### src/rtl/mem_stage_mq.sv
// In-order memory stage queue tracking outstanding data-SRAM requests between EX and WB.
// Optional MS_RDATA_BYPASS_EN forwards returning head data to WB in the response cycle.
module mem_stage_mq #(
  parameter int DATA_W = 32,
  parameter int DEPTH  = 4
) (
  input  logic              clk,
  input  logic              resetn,
  input  logic              es_to_ms_valid,
  output logic              ms_allowin,
  input  logic [31:0]       es_pc,
  input  logic [DATA_W-1:0] es_alu_result,
  input  logic              es_gr_we,
  input  logic [4:0]        es_dest,
  input  logic              es_mem_req,
  input  logic              es_load_op,
  input  logic [1:0]        es_ld_size,
  input  logic              es_ld_sign,
  input  logic              es_ex,
  input  logic              data_sram_data_ok,
  input  logic [DATA_W-1:0] data_sram_rdata,
  input  logic              ws_allowin,
  output logic              ms_to_ws_valid,
  output logic [31:0]       ms_pc,
  output logic              ms_gr_we,
  output logic [4:0]        ms_dest,
  output logic              ms_ex,
  output logic [DATA_W-1:0] ms_final_result,
  input  logic              ms_flush,
  output logic [31:0]       ms_load_pending
);
  localparam int AW = $clog2(DEPTH);
  localparam int OW = $clog2(DATA_W / 8);
  localparam int CW = AW + 1;
  localparam int DW = AW + 2;

  logic [DEPTH-1:0] vld_q, vld_d, wait_q, wait_d;
  logic [AW-1:0]    head_q, head_d, tail_q, tail_d, rsp_q, rsp_d;
  logic [CW-1:0]    count_q, count_d, nwait;
  logic [DW-1:0]    drop_q, drop_d;

  logic [31:0]       pc_q   [DEPTH];
  logic [OW-1:0]     off_q  [DEPTH];
  logic [1:0]        size_q [DEPTH];
  logic              sign_q [DEPTH];
  logic [4:0]        dest_q [DEPTH];
  logic              gr_we_q[DEPTH];
  logic              ex_q   [DEPTH];
  logic              load_q [DEPTH];
  logic [DATA_W-1:0] data_q [DEPTH];

  logic              enq, retire, capture, head_done, byp_hit, found;
  logic [AW-1:0]     idx;
  logic [DATA_W-1:0] head_data;
  logic [31:0]       pend;

  function automatic logic [DATA_W-1:0] ld_extract(input logic [DATA_W-1:0] rd,
                                                   input logic [OW-1:0] off,
                                                   input logic [1:0] sz,
                                                   input logic sgn);
    logic [DATA_W-1:0] sh;
    logic [DATA_W-1:0] mask;
    logic              msb;
    sh = rd >> {off, 3'b000};
    case (sz)
      2'd0:    begin mask = DATA_W'(64'h0000_0000_0000_00FF); msb = sh[7];  end
      2'd1:    begin mask = DATA_W'(64'h0000_0000_0000_FFFF); msb = sh[15]; end
      2'd2:    begin mask = DATA_W'(64'h0000_0000_FFFF_FFFF); msb = sh[31]; end
      default: begin mask = '1;                                msb = 1'b0;   end
    endcase
    return (sgn && msb) ? (sh | ~mask) : (sh & mask);
  endfunction

  assign ms_allowin = resetn && (count_q < CW'(DEPTH)) && !ms_flush;
  assign enq        = es_to_ms_valid && ms_allowin;
  // rsp_q always names the oldest waiting entry, so a set wait bit there means a response is owed.
  assign capture    = data_sram_data_ok && (drop_q == '0) && wait_q[rsp_q] && !ms_flush;
  assign head_done  = vld_q[head_q] && !wait_q[head_q];

`ifdef MS_RDATA_BYPASS_EN
  assign byp_hit = capture && (rsp_q == head_q) && vld_q[head_q];
`else
  assign byp_hit = 1'b0;
`endif

  assign ms_to_ws_valid = !ms_flush && (head_done || byp_hit);
  assign retire         = ms_to_ws_valid && ws_allowin;

  assign head_data = (byp_hit && load_q[head_q])
                   ? ld_extract(data_sram_rdata, off_q[head_q], size_q[head_q], sign_q[head_q])
                   : data_q[head_q];

  assign ms_pc           = ms_to_ws_valid ? pc_q[head_q]    : '0;
  assign ms_gr_we        = ms_to_ws_valid ? gr_we_q[head_q] : 1'b0;
  assign ms_dest         = ms_to_ws_valid ? dest_q[head_q]  : '0;
  assign ms_ex           = ms_to_ws_valid ? ex_q[head_q]    : 1'b0;
  assign ms_final_result = ms_to_ws_valid ? head_data       : '0;

  always_comb begin
    nwait = '0;
    pend  = '0;
    for (int i = 0; i < DEPTH; i++) begin
      nwait = nwait + CW'(wait_q[i]);
      if (vld_q[i] && wait_q[i] && gr_we_q[i]) pend[dest_q[i]] = 1'b1;
    end
    pend[0] = 1'b0;
  end
  assign ms_load_pending = pend;

  always_comb begin
    vld_d   = vld_q;
    wait_d  = wait_q;
    head_d  = head_q;
    tail_d  = tail_q;
    count_d = count_q;
    drop_d  = drop_q;
    rsp_d   = rsp_q;
    found   = 1'b0;
    idx     = '0;
    if (ms_flush) begin
      vld_d   = '0;
      wait_d  = '0;
      head_d  = tail_q;
      count_d = '0;
      // Every response still owed to a discarded entry must be swallowed later.
      if (data_sram_data_ok && ((drop_q != '0) || (nwait != '0)))
        drop_d = drop_q + DW'(nwait) - DW'(1);
      else
        drop_d = drop_q + DW'(nwait);
    end else begin
      if (data_sram_data_ok && (drop_q != '0)) drop_d = drop_q - DW'(1);
      if (capture) wait_d[rsp_q] = 1'b0;
      if (retire) begin
        vld_d[head_q]  = 1'b0;
        wait_d[head_q] = 1'b0;
        head_d         = head_q + 1'b1;
      end
      if (enq) begin
        vld_d[tail_q]  = 1'b1;
        wait_d[tail_q] = es_mem_req && !es_ex;
        tail_d         = tail_q + 1'b1;
      end
      count_d = count_q + CW'(enq) - CW'(retire);
    end
    rsp_d = tail_d;
    for (int i = 0; i < DEPTH; i++) begin
      idx = head_d + AW'(i);
      if (!found && wait_d[idx]) begin
        rsp_d = idx;
        found = 1'b1;
      end
    end
  end

  always_ff @(posedge clk or negedge resetn) begin
    if (!resetn) begin
      vld_q   <= '0;
      wait_q  <= '0;
      head_q  <= '0;
      tail_q  <= '0;
      rsp_q   <= '0;
      count_q <= '0;
      drop_q  <= '0;
    end else begin
      vld_q   <= vld_d;
      wait_q  <= wait_d;
      head_q  <= head_d;
      tail_q  <= tail_d;
      rsp_q   <= rsp_d;
      count_q <= count_d;
      drop_q  <= drop_d;
    end
  end

  always_ff @(posedge clk) begin
    if (enq) begin
      pc_q[tail_q]    <= es_pc;
      off_q[tail_q]   <= es_alu_result[OW-1:0];
      size_q[tail_q]  <= es_ld_size;
      sign_q[tail_q]  <= es_ld_sign;
      dest_q[tail_q]  <= es_dest;
      gr_we_q[tail_q] <= es_gr_we;
      ex_q[tail_q]    <= es_ex;
      load_q[tail_q]  <= es_load_op && es_mem_req && !es_ex;
      data_q[tail_q]  <= es_alu_result;
    end
    if (capture && load_q[rsp_q])
      data_q[rsp_q] <= ld_extract(data_sram_rdata, off_q[rsp_q], size_q[rsp_q], sign_q[rsp_q]);
  end

endmodule

### config.mk
export PLATFORM = sky130hd
export DESIGN_NAME = mem_stage_mq
export DESIGN_NICKNAME = d
export VERILOG_FILES = /design/src/rtl/mem_stage_mq.sv
export SDC_FILE = /design/constraint.sdc
export NUM_CORES = 1
export LEC_CHECK = 0
export BUFFER_PORTS_ARGS = -buffer_cell sky130_fd_sc_hd__buf_2
export CAP_MARGIN = 20
export CORE_AREA = 8 8 227 229
export CTS_CLUSTER_DIAMETER = 120
export DETAILED_ROUTE_END_ITERATION = 8
export DIE_AREA = 0 0 235 237
export PLACE_DENSITY = 0.64
export REMOVE_ABC_BUFFERS = 1
export SLEW_MARGIN = 20
export SYNTH_ARGS = -nofsm -noshare
export SYNTH_HDL_FRONTEND = slang
export SYNTH_SLANG_ARGS = --single-unit
### constraint.sdc
create_clock -name clk -period 6.7 [get_ports clk]
set_clock_uncertainty 0.05 [all_clocks]
set_input_delay 0.335 -clock clk [delete_from_list [all_inputs] [get_ports clk]]
set_output_delay 0.335 -clock clk [all_outputs]
set_load 0.02 [all_outputs]
==> results of run 1 <==
-- layer usage --
layer / part of all wire / wire length (um)
met3: 0.077 / 3660
met1: 0.43 / 20700
met2: 0.47 / 22200
met5: 0.00029 / 14
met4: 0.024 / 1140
-- power groups by stage --
| stage | Clock (mW) | Combinational (mW) | Sequential (mW) |
|---|---|---|---|
| 2_1_floorplan | 0 | 1.12 | 2.62 |
| 3_3_place_gp | 0 | 1.54 | 2.61 |
| 3_5_place_dp | 0 | 1.57 | 2.62 |
| 4_1_cts | 2.03 | 1.60 | 2.58 |
| 5_1_grt | 2.11 | 1.73 | 2.60 |
| 6_report | 1.99 | 1.59 | 2.57 |
-- layout by cell type (no fill, tap or decap), drive strengths merged, types with 5 or more instances in the layout --
cell type	synthesis	layout
clkinv	0	9
a31oi	5	5
inv	19	21
o21ai	112	112
ha	18	18
and2	10	10
or3	5	5
dfrtp	21	21
nor3b	5	5
nor2	53	53
a211oi	10	10
a21oi	55	55
nand3b	10	10
nor3	7	7
nand2	147	147
nand3	20	20
o221ai	20	20
buf	24	233
dlygate4sd3	0	45
nand2b	6	6
o211ai	5	5
and3	83	83
mux4	77	77
nor2b	18	18
o22ai	7	7
a22oi	14	14
mux2i	14	14
xnor2	9	9
edfxtp	308	308
clkbuf	66	52
mux2	43	43
-- cells in the mapped netlist (all sizes together), types with 20 or more instances --
| cell | number | area [um^2] |
|---|---|---|
| a21oi | 55 | 275 |
| and3 | 83 | 519 |
| buf | 24 | 125 |
| clkbuf | 66 | 248 |
| dfrtp | 21 | 526 |
| edfxtp | 308 | 9250 |
| mux2 | 43 | 488 |
| mux4 | 77 | 1730 |
| nand2 | 147 | 552 |
| nand3 | 20 | 100 |
| nor2 | 53 | 204 |
| o21ai | 112 | 561 |
| o221ai | 20 | 175 |
-- cell families after synthesis --
group | Yosys count
AOI/OAI and AO/OA | 252
xor gates and xnor gates | 13
adders and majority gates | 21
buffers and inverters | 109
DFF | 329
muxes | 134
other | 1
and+or+nand+nor | 387
-- state kept, by name (all words and copies together) (netlist names) --
| register | count |
|---|---|
| size_q | 8 |
| tail_q | 2 |
| count_q | 3 |
| dest_q | 20 |
| ex_q | 4 |
| drop_q | 4 |
| sign_q | 4 |
| data_q | 128 |
| gr_we_q | 4 |
| pc_q | 128 |
| off_q | 8 |
| rsp_q | 2 |
| head_q | 2 |
| wait_q | 4 |
| vld_q | 4 |
| load_q | 4 |
-- how the worst min path moves through the flow --
stage / endpoint / slack, ns / cells after the start
global route: data_q[0][29] / 0.06 / 3
floorplan: count_q[0] / -0.01 / 0
detailed placement: vld_q[2] / 0.35 / 1
finish: data_q[3][13] / 0.06 / 3
CTS: data_q[0][29] / 0.03 / 3
global placement: vld_q[1] / 0.35 / 1
-- per-stage QoR --
step | setup WS, ns | total power, mW
2_1_floorplan | 1.01 | 3.74
3_3_place_gp | 2.04 | 4.16
3_5_place_dp | 2.11 | 4.19
4_1_cts | 2.08 | 6.21
5_1_grt | 1.84 | 6.44
6_report | 2.01 | 6.15
-- cell type report --
cell class,instances,area [um^2],area share
Multi-Input combinational cell,808,6380,0.321
Timing Repair Buffer,278,1660,0.0835
Antenna cell,4,10.0,0.000504
Clock buffer,52,1020,0.0516
Sequential cell,329,9780,0.493
Clock inverter,14,144,0.00725
Tap cell,622,778,0.0392
Inverter,19,73.8,0.00372
-- critical path, delay by kind of cell, from the launching register on --
kind | cells | cell delay (ns)
compound gates | 4 | 0.66
simple gates | 4 | 2.24
mux | 1 | 0.87
flops | 1 | 0.69
==> reports/results.txt, run 1 <==
Worst flop-to-flop path endpoint -> data_q[2][29]
Post-Synth Adder-Cell Area -> 0.0172
WS Path Type -> flip-flop to flip-flop
Critical Path Source -> rsp_q[0]
Max Cap Viol -> 0
DRC Markers -> 0
GRT Total Usage -> 0.166
Synth warnings -> 0
Sort of element at the start of the critical path -> flip-flop
Number of flip-flops and latches in the synthesized netlist -> 329
Clock input transition at the sequential cells of the worst setup and hold paths -> 0.06 ns
Count of TritonRoute iterations in the first routing pass -> 5
Fill cell total of the finished layout -> 4464
Power per Cell Area -> 310 nW/um^2
Wire length per cell -> 22.4 um
Capture point of the critical path -> data_q[2][29]
GRT met1 Usage -> 0.221
Clock share of power -> 0.324
Endpoint class of the critical path -> flip-flop
Sequential cell area fraction in the yosys report -> 0.589
Reg-to-Reg Start -> rsp_q[0]
Master cell of the clock root buffer -> sky130_fd_sc_hd__clkbuf_16
H-Tree Depth -> 2
Met2 track demand over resource in global routing -> 0.266
Count of input and output buffers -> 217
Number of library cell types mapped by synthesis -> 68
Number of failing hold endpoints at the final stage -> 0
Most common cell type on the critical path -> sky130_fd_sc_hd__a21oi_1
Buffers from clock root to sink, at most -> 3
Area Overhead vs Synth -> 19.7%
Number of nets at the end of the flow -> 1609
Cell type of the slowest stage on the worst timing path -> sky130_fd_sc_hd__mux4_2
Largest net degree at the start of global routing -> 76
Post-synthesis instance total -> 1246
Core occupancy in the finished layout -> 0.412
Net Sw Power -> 1.88 mW
Post-Layout Inst Area -> 19800 um^2
Total negative slack -> 0 ns
Via count -> 11700
Result of the run -> completed
Worst Hold Slack -> 0.0589 ns
Worst vdd rail ir drop -> 0.223 mV
Crit path max fanout -> 25
# placed instances -> 2011
Internal Pwr Total -> 4.27 mW
Average instance area after synthesis -> 13.3 um^2
Via-to-Cell Ratio -> 5.48
Chip Width -> 235 um
Fraction of final layout cells with drive strength greater than 1 -> 0.287
Worst R2R Path Depth -> 9
Transition time at the pin with the least slew margin -> 0.927 ns
Post-CTS Hold Fix Bufs -> 45
Grt peak-use layer -> met2
Via count of the first global-routing pass -> 11800
Detail Placement HPWL -> 29.9 mm
Dominant combinational cell family by area after synthesis -> multiplexers
Number of cells upsized or downsized after cts -> 0
Clock tree from TritonCTS -> yes
Core region area -> 48100 um^2
Final Wtd Congestion -> 0.888
Final wirelength -> 47.7 mm
Post-synthesis simple-gate area fraction -> 0.118
Hold Startpoint -> es_alu_result[13]
Initial antenna violation count -> 4
EDFF count, synth -> 308
Global-route wire length before repair -> 72.4 mm
Setup repair after global routing missed its margin -> no
Post-CTS setup buffer count -> 0
Final cell count without fillers -> 2126
I/O pin total -> 219
Switching Share -> 0.306
Count of pins over their slew limit -> 0
Required time worst endpoint -> 7.02 ns
ANT nets after route -> 0
Relative max-transition margin -> 0.382
Tightest Hold Check Type -> input port to flip-flop
Combinational power share -> 0.258
Effective utilization at floorplan -> 0.344
Fraction of power consumed by sequential logic -> 0.418
Chip Height -> 237 um
Share of the cycle needed by the critical path after routing -> 0.700
Total grt overflow -> 0
Multiplexer fraction of the synthesized cell area -> 0.142
Arrival time of the worst setup path -> 5.01 ns
Post-synthesis xor/xnor area fraction -> 0.00845
Reg-to-reg setup timing slack -> 2.01 ns
Top_reg_cell synth -> sky130_fd_sc_hd__edfxtp_1
Critical Path Max Stage Delay -> 0.87 ns
Series of cell instances along the critical path -> mux4_2, nor2b_1, nor2b_1, a21oi_1, nor2_1, a21oi_1, nor2_2, a21oi_1, o21ai_0
Drt initial violations -> 1089
Static power due to leakage -> 7.63 nW
Fraction of registers with async set/reset -> 0.0638
CTS sink cnt -> 329
Maximum frequency from static timing analysis -> 213 MHz
Cell row count -> 81
Area of the die -> 55700 um^2
Worst-skew pair later-pin latency -> 0.53 ns
Total CTS buffers -> 38
Met3 track utilization from global routing -> 0.0417
Final critical delay including setup and external delays -> 4.69 ns
Placed Area -> 18200 um^2
# setup viols final -> 0
Compound-cell area share of the yosys netlist -> 0.0973
Mapped Area -> 16600 um^2
Note: power is estimated with default switching activity, not from simulation.
==> run 2, diff against run 1 <==
- ABC_AREA: not set -> 1
- CORE_AREA: 8 8 227 229 -> 8 8 230 232
- DIE_AREA: 0 0 235 237 -> 0 0 238 240
- PLACE_DENSITY: 0.64 -> 0.63
- clock period: 6.7 -> 4.7 ns (I/O delays scaled with it)
==> run 2 against run 1 <==
Against the previous run: setup slack worse by 1.1 ns; combinational power is 110% higher; register-to-register slack worse by 0.59 ns; critical endpoint is now ms_final_result[15]; largest power group unchanged.
==> reports/results.txt, run 2 <==
I/O pin total -> 219 (unchanged)
Commonest cells after routing, fill and taps aside -> 532 x sky130_fd_sc_hd__nand2_1, 316 x sky130_fd_sc_hd__nor2_1, 308 x sky130_fd_sc_hd__edfxtp_1
Post-CTS setup buffer count -> 0 (unchanged)
Master cell of the clock root buffer -> sky130_fd_sc_hd__clkbuf_16
ANT nets after route -> 0 (unchanged)
Total grt overflow -> 0 (unchanged)
Fill cell total of the finished layout -> 4900 (+9.8%)
Final Wtd Congestion -> 0.896 (+0.95%)
Mapped Area -> 17000 um^2 (+2.4%)
Transition time at the pin with the least slew margin -> 0.836 ns (-0.0905 ns)
Post-synthesis instance total -> 1919 (+54%)
Synth warnings -> 0 (unchanged)
Count of TritonRoute iterations in the first routing pass -> 6 (+1)
Power per Cell Area -> 474 nW/um^2 (+53%)
Count of input and output buffers -> 217 (unchanged)
Maximum frequency from static timing analysis -> 266 MHz
Routed wl met2 -> 25.3 mm (+14%)
DRC Markers -> 0 (unchanged)
Area of the die -> 57100 um^2 (+2.6%)
Result of the run -> completed
Via count of the first global-routing pass -> 14500 (+23%)
# placed instances -> 2754 (+37%)
Via count -> 14800 (+27%)
Effective utilization at floorplan -> 0.343 (-0.000996)
Area taken by flip-flops and latches -> 9780 um^2 (unchanged)
Commonest non-fill, non-tap cell in the layout -> sky130_fd_sc_hd__nand2_1
Library cell with the highest instance count after synthesis -> sky130_fd_sc_hd__nand2_1
Clock input transition at the sequential cells of the worst setup and hold paths -> 0.07 ns (about the same)
Placed Area -> 18800 um^2 (+3.4%)
Max Cap Viol -> 0 (unchanged)
GRT Total Usage -> 0.188 (+0.0216)
Share of the cycle needed by the critical path after routing -> 0.801
Drt initial violations -> 1225 (+12%)
Fraction of final layout cells with drive strength greater than 1 -> 0.161 (-0.126)
Largest net degree at the start of global routing -> 129 (+70%)
Post-CTS Hold Fix Bufs -> 75 (+67%)
Multi-input logic area -> 6390 um^2 (+0.16%)
List of most frequent post-synthesis cells -> 532 x sky130_fd_sc_hd__nand2_1, 316 x sky130_fd_sc_hd__nor2_1, 308 x sky130_fd_sc_hd__edfxtp_1
Fraction of registers with async set/reset -> 0.0638 (unchanged)
Arrival time of the worst setup path -> 3.48 ns (-1.53 ns)
Worst R2R Path Depth -> 18 (+9)
Regs by FF count -> data_q (128), pc_q (128), dest_q (20)
Setup repair after global routing missed its margin -> no
Via-to-Cell Ratio -> 5.10 (-7.0%)
Chip Width -> 238 um (+1.3%)
Final wirelength -> 55.1 mm (+15%)
Chip Height -> 240 um (+1.3%)
Sort of element at the start of the critical path -> flip-flop
Post-Layout Inst Area -> 20800 um^2 (+4.8%)
Initial antenna violation count -> 2 (-2)
Count of pins over their slew limit -> 0 (unchanged)
Area Overhead vs Synth -> 22.5%
EDFF count, synth -> 308 (unchanged)
Sequential cell area fraction in the yosys report -> 0.575 (-0.0140)
Worst-skew pair later-pin latency -> 0.55 ns (+0.02 ns)
Number of cells upsized or downsized after cts -> 0 (unchanged)
Number of library cell types mapped by synthesis -> 43 (-37%)
Cells taking the most area after synthesis -> sky130_fd_sc_hd__edfxtp_1 54%, sky130_fd_sc_hd__nand2_1 12%, sky130_fd_sc_hd__nor2_1 7.0%
Endpoint class of the critical path -> output pin
Final cell count without fillers -> 2895 (+36%)
WS Path Type -> flip-flop to output pin
Relative max-transition margin -> 0.443 (+0.0603)
# setup viols final -> 0 (unchanged)
Final critical delay including setup and external delays -> 3.76 ns
Buffers from clock root to sink, at most -> 3 (unchanged)
CTS sink cnt -> 329 (unchanged)
Required time worst endpoint -> 4.41 ns (-2.61 ns)
Wire length per cell -> 19.0 um (-15%)
Global-route wire length before repair -> 84.3 mm (+16%)
Static power due to leakage -> 8.62 nW (+13%)
Worst hold path stage count -> 2 (-1)
Total CTS buffers -> 37 (-2.6%)
Met3 Routed Length -> 4.58 mm (+25%)
Number of failing hold endpoints at the final stage -> 0 (unchanged)
Worst vdd rail ir drop -> 0.329 mV (+47%)
Detail Placement HPWL -> 35.9 mm (+20%)
Clock tree from TritonCTS -> yes
Uppermost metal layer occupied by signal nets -> met5
Number of nets at the end of the flow -> 2331 (+45%)
H-Tree Depth -> 2 (unchanged)
Top-area cell type share of the netlist area -> 0.544 (-0.0132)
Top_reg_cell synth -> sky130_fd_sc_hd__edfxtp_1
Average instance area after synthesis -> 8.85 um^2 (-33%)
Antenna Cells -> 0 (-4)
Post-route met1 wirelength -> 23.9 mm (+16%)
Post-synth top area cell -> sky130_fd_sc_hd__edfxtp_1
Crit path max fanout -> 54 (+120%)
Tightest Hold Check Type -> input port to flip-flop
Cell row count -> 82 (+1.2%)
Core region area -> 49500 um^2 (+2.7%)
Number of flip-flops and latches in the synthesized netlist -> 329 (unchanged)
[run 2: cell count changes after synthesis, sizes merged, moves of 77 or more]
cell | previous run | this run
inv | 19 | 126
nor2 | 53 | 322
o21ai | 112 | 229
nand2 | 147 | 545
and3 | 83 | 1
mux4 | 77 | 0
[run 2: layout make-up]
class | instances | share of cell area
flip-flops and latches | 329 | 0.470
multi-input cells | 1377 | 0.307
repair buffers | 325 | 0.101
clock buffers | 45 | 0.0470
well taps | 672 | 0.0404
inverters | 126 | 0.0229
clock inverters | 21 | 0.0116
[run 2: per-layer routing]
layer,global-route usage,vias to the layer above
met4,0.0601,4
met3,0.0328,100
li1,-,7058
met2,0.310,633
met1,0.250,6963
met5,0,-
[run 2: stage by stage]
| stage | power, mW | worst slack (ns) | setup TNS (ns) | utilization | hold WS [ns] |
|---|---|---|---|---|---|
| 2_1_floorplan | 5.80 | -2.44 | -144.19 | - | -0.111 |
| 3_3_place_gp | 6.88 | 1.45 | 0 | 0.381 | 0.208 |
| 3_5_place_dp | 6.95 | 1.49 | 0 | 0.381 | 0.210 |
| 4_1_cts | 9.93 | 0.952 | 0 | 0.421 | 0.0113 |
| 5_1_grt | 10.4 | 0.831 | 0 | 0.421 | 0.0444 |
| 6_report | 9.87 | 0.935 | 0 | 0.421 | 0.0423 |
[run 2: where the power goes]
part / switching (mW) / internal (mW) / total [mW]
clock: 1.20 / 1.72 / 2.92
sequential: 0.178 / 3.41 / 3.59
combinational: 2.39 / 0.978 / 3.37
total: 3.76 / 6.11 / 9.87
[run 2: kinds of logic (layout without fill, tap and decap cells)]
kind of cell             Yosys count  after routing  share of synthesized area
AO/OA/AOI/OAI                    383            383                      0.127
XOR/XNOR                           7              7                    0.00361
adder cells (fa/ha/maj)           21             21                     0.0168
buffers and inverters            213            517                     0.0491
flip-flops                       329            329                      0.575
other                              1              1                   0.000221
AND/OR/NAND/NOR                  965            965                      0.228
[run 2: path summary, 6_finish.rpt]
| check | start | to | slack [ns] |
|---|---|---|---|
| setup / recovery | head_q[0] | ms_final_result[15] | 0.94 |
| hold / removal | ms_flush | count_q[0] | 0.04 |
| hold reg to reg | vld_q[0] | vld_q[0] | 0.53 |
| min in group asynchronous | resetn | count_q[2] | 0.17 |
| max in group asynchronous | resetn | head_q[0] | 4.01 |
| setup reg to reg | head_q[0] | rsp_q[0] | 1.42 |
[run 2: worst max-delay path, stage by stage, from the launching register on]
cell                      delay (ns)
sky130_fd_sc_hd__dfrtp_4        0.78
sky130_fd_sc_hd__inv_4          0.21
sky130_fd_sc_hd__nand3_1        0.15
sky130_fd_sc_hd__nand3_2        0.12
sky130_fd_sc_hd__nand3_4        0.37
sky130_fd_sc_hd__buf_4          0.74
sky130_fd_sc_hd__a21oi_1        0.25
sky130_fd_sc_hd__buf_2          0.24
